File: config.mk
export PLATFORM = sky130hd
export DESIGN_NAME = syscall_io_unit
export DESIGN_NICKNAME = d
export VERILOG_FILES = /design/src/rtl/syscall_io_unit.sv
export SDC_FILE = /design/constraint.sdc
export NUM_CORES = 1
export LEC_CHECK = 0
export CORE_MARGIN = 2
export CORE_UTILIZATION = 40
export DETAILED_ROUTE_END_ITERATION = 8
export SLEW_MARGIN = 20
export SYNTH_ARGS = -nofsm -noshare
export SYNTH_HDL_FRONTEND = slang
export SYNTH_SLANG_ARGS = --single-unit
export TNS_END_PERCENT = 20
File: constraint.sdc
create_clock -name clk -period 12.9 [get_ports clk]
set_input_delay 2.58 -clock clk [delete_from_list [all_inputs] [get_ports clk]]
set_output_delay 2.58 -clock clk [all_outputs]
set_load 0.03 [all_outputs]
File: src/rtl/syscall_io_unit.sv
`default_nettype none
// ---------------------------------------------------------------------------
// syscall_io_unit : WB-side syscall decoder with print FIFO and sticky halt
// Revision 1.0 - initial release
// ---------------------------------------------------------------------------
module syscall_io_unit #(
  parameter int unsigned DATA_W     = 32,
  parameter int unsigned DEPTH      = 8,
  parameter int unsigned HALT_CODE  = 10,
  parameter int unsigned PRINT_CODE = 1,
  parameter bit          PRINT_ALL  = 1'b1
) (
  input  logic                       clk,
  input  logic                       rst_n,
  input  logic                       syscall,
  input  logic [DATA_W-1:0]          v0,
  input  logic [DATA_W-1:0]          a0,
  input  logic                       resume,
  output logic                       halt,
  output logic                       stall_out,
  output logic [DATA_W-1:0]          out_data,
  output logic                       out_valid,
  input  logic                       out_ready,
  output logic [DATA_W-1:0]          last_out,
  output logic [$clog2(DEPTH):0]     count
);

  localparam int unsigned PTR_W = $clog2(DEPTH);
  localparam int unsigned CNT_W = PTR_W + 1;
  localparam logic [DATA_W-1:0] HALT_V  = DATA_W'(HALT_CODE);
  localparam logic [DATA_W-1:0] PRINT_V = DATA_W'(PRINT_CODE);
  localparam logic [CNT_W-1:0]  FULL_CNT = CNT_W'(DEPTH);

  logic [DATA_W-1:0] mem [DEPTH];
  logic [PTR_W-1:0]  wr_ptr;
  logic [PTR_W-1:0]  rd_ptr;
  logic              full;
  logic              is_halt;
  logic              is_print;
  logic              push;
  logic              pop;

  // Full is taken from the registered count only, so stall never depends on out_ready.
  assign full      = (count == FULL_CNT);
  assign out_valid = (count != '0);
  assign is_halt   = syscall & ~halt & (v0 == HALT_V);
  assign is_print  = syscall & ~halt & (v0 != HALT_V) & (PRINT_ALL | (v0 == PRINT_V));
  assign push      = is_print & ~full;
  assign pop       = out_valid & out_ready;
  assign stall_out = is_print & full;
  assign out_data  = out_valid ? mem[rd_ptr] : '0;

  always_ff @(posedge clk) begin
    if (push) mem[wr_ptr] <= a0;
  end

  always_ff @(posedge clk or negedge rst_n) begin
    if (!rst_n) begin
      wr_ptr   <= '0;
      rd_ptr   <= '0;
      count    <= '0;
      halt     <= 1'b0;
      last_out <= '0;
    end else begin
      if (push) begin
        wr_ptr   <= wr_ptr + 1'b1;
        last_out <= a0;
      end
      if (pop) rd_ptr <= rd_ptr + 1'b1;
      case ({push, pop})
        2'b10:   count <= count + 1'b1;
        2'b01:   count <= count - 1'b1;
        default: count <= count;
      endcase
      // A new halt request wins over a concurrent resume.
      if (is_halt)     halt <= 1'b1;
      else if (resume) halt <= 1'b0;
    end
  end

`ifndef SYNTHESIS
  always @(posedge clk) begin
    if (rst_n) begin
      assert (count <= FULL_CNT);
      assert (!(pop && count == '0));
      assert (!(push && full));
    end
  end
`endif

endmodule
`default_nettype wire

==> metrics <==
Reg-to-Reg Start count[1]; largest net degree at the start of global routing 67; GRT Total Usage between 15 and 20%; synth-to-layout area growth 24.0%; Tmin final between 7000 and 8000 ps; status finished, final reports clean; CP Capture Type primary output; hold path startpoint last_out[17]; Initial Util 40.8%; final RePlAce weighted congestion about 0.72; final hold vios 0; crit path kind input port to primary output; Met3 Wirelength 1310 µm; post-synthesis net count between 600 and 700; Rel. slew slack between 30% and 40%; worst path cell trace clkdlybuf4s50_1 > nor4_2 > nand4_2 > nor2_1 > nor3_1 > clkdlybuf4s50_1; core area about 0.029 mm²; max-cap check violation count 0; CP max-delay cell clkdlybuf4s50_1; share of the synthesized area in the top cell type between 60% and 70%; clk slew on worst S/H paths 60 ps; number of global-route vias before repair 6267; clk_lat worst skew about 550 ps; worst path required time around 10000 ps; worst slew pin tran about 1000 ps; Hold WS between 500 and 600 ps; Seq cells post-synth 299; Synth Warn # 0; Fmax about 140 MHz; metal1 wirelength 9950 µm; DIE WIDTH about 180 µm; Met2 Routed Length about 13000 µm; CTS tree built; VDD IR max between 0.1 and 0.15 mV; Placed Area around 0.014 mm²; DPL Wire Length about 13000 µm; Post-synth EDFFs roughly 260; final wirelength ~24000 µm; worst-path maximum fanout 3; fraction of the yosys area taken by sequential cells between 70 and 80%; Iteration-0 DRC Markers between 300 and 400; Rows 62; Tcrit/Tclk final between 50% and 60%; Critical Path AT approximately 4500 ps; port bufs about 140; initial antenna violation count 0; total clock sinks between 200 and 300; syn avg cell area around 21 µm²; ys async rst share approximately 14%; most instantiated cells after synthesis edfxtp_1 (256), mux4_2 (64), nor2_1 (44); drt drc 0; Synth area leaders edfxtp_1 (65%), mux4_2 (12%), dfrtp_1 (9.1%); Clock Skew between 20 and 25 ps; die area a little over 0.03 mm²; Crit path buffers/inverters 2; Mapped Cells 553; H-tree Lvls 1; fin area around 0.015 mm²; layout cells sized above 1 23.7%; slowest cell delay on critical path approximately 600 ps; setup TNS 0 ps; delay-heaviest family, CP buffers and inverters; clock buffer depth 3; Ports between 100 and 150; Lkg Pwr about 5.0 nW; Initial DRT Pass Iterations 4; RSZ-0062 raised after global routing false; Final #Nets around 790; fill count 2325; cell with the most instances after synthesis edfxtp_1; Setup Buffers After CTS 0; vias 5732; hold_buf cts 0; Worst Setup Start Kind input port; area leader, netlist edfxtp_1; CP startpoint v0[23]; global route overflow 0; Die Height about 180 µm; first-pass GRT wire length 36400 µm; Slew Limit Fails 0; Distinct cells, synth 37; setup violators final 0; ANT nets after route 0; vias per inst approximately 5; Hold Path Class flop to flop; clk root buf clkbuf_16; max layer used met4; Cell Area, Synth between 0.01 and 0.015 mm²; routed len/inst between 20 and 25 µm; Antenna diodes 0; Synth Flop Type edfxtp_1; Pwr per Cell Area 233 mW/mm²; Top cell by count, worst path clkdlybuf4s50_1; CTS Buf Count 30; PostCTS Resize Cnt 0
cell type report:
type / instances / area, µm² / share of cell area, %
repair buffers: 152 / 1480 / 10.2
clock inverters: 6 / 52.6 / 0.360
well taps: 384 / 480 / 3.29
flip-flops and latches: 299 / 8770 / 60.0
clock buffers: 50 / 917 / 6.28
inverters: 3 / 11.3 / 0.0770
multi-input cells: 225 / 2900 / 19.8
stage by stage:
step / utilization [%] / power, mW / instances / setup WS (ps)
floorplan: - / 2.14 / 553 / 5990
global placement: 47.3 / 2.59 / 1063 / 5880
detailed placement: 47.3 / 2.61 / 1063 / 5850
CTS: 50.6 / 3.45 / 1119 / 5840
global route: 50.6 / 3.56 / 1119 / 5780
finish: 50.6 / 3.40 / 1119 / 5870
registers in the layout, summed over array words and instances, names as in the netlist:
signal / flops
mem: 256
last_out: 32
count: 4
rd_ptr: 3
wr_ptr: 3
halt: 1
per-layer routing:
layer	global-route usage (%)	vias to the layer above
met2	28.1	148
met4	3.41	0
met3	2.47	23
li1	-	2557
met5	0	-
met1	20.4	3004
cell usage in the layout (no fill, tap or decap), drive strengths merged, types with 5 or more instances in the layout:
cell type        n
buf             14
clkbuf          50
clkdlybuf4s50  138
clkinv           5
dfrtp           43
edfxtp         256
ha               5
mux2            35
mux2i           33
mux4            64
nand2            5
nor2            44
nor4             9
xor2             6
power breakdown:
part           switching [mW]  internal, mW
Sequential              0.137          1.22
Combinational           0.644         0.567
Clock                   0.340         0.500
Total                    1.12          2.28
final timing paths:
check | endpoint | slack [ps] | cells past startpoint
max reg2reg | count[2] | 9550 | 11
min reg2reg | last_out[17] | 510 | 1
max in group asynchronous | rd_ptr[0] | 10260 | 2
max | stall_out | 5870 | 6
min | last_out[17] | 510 | 1
min in group asynchronous | last_out[4] | 2150 | 2
cell families after synthesis:
| kind of cell | after synthesis | synth area share [%] |
|---|---|---|
| flops | 299 | 74.4 |
| mux | 132 | 19.2 |
| simple gates | 73 | 3.31 |
| buf+inv | 29 | 1.48 |
| xor+xnor | 9 | 0.669 |
| compound gates | 6 | 0.393 |
| fa+ha+maj | 5 | 0.531 |
Note: power is estimated with default switching activity, not from simulation.
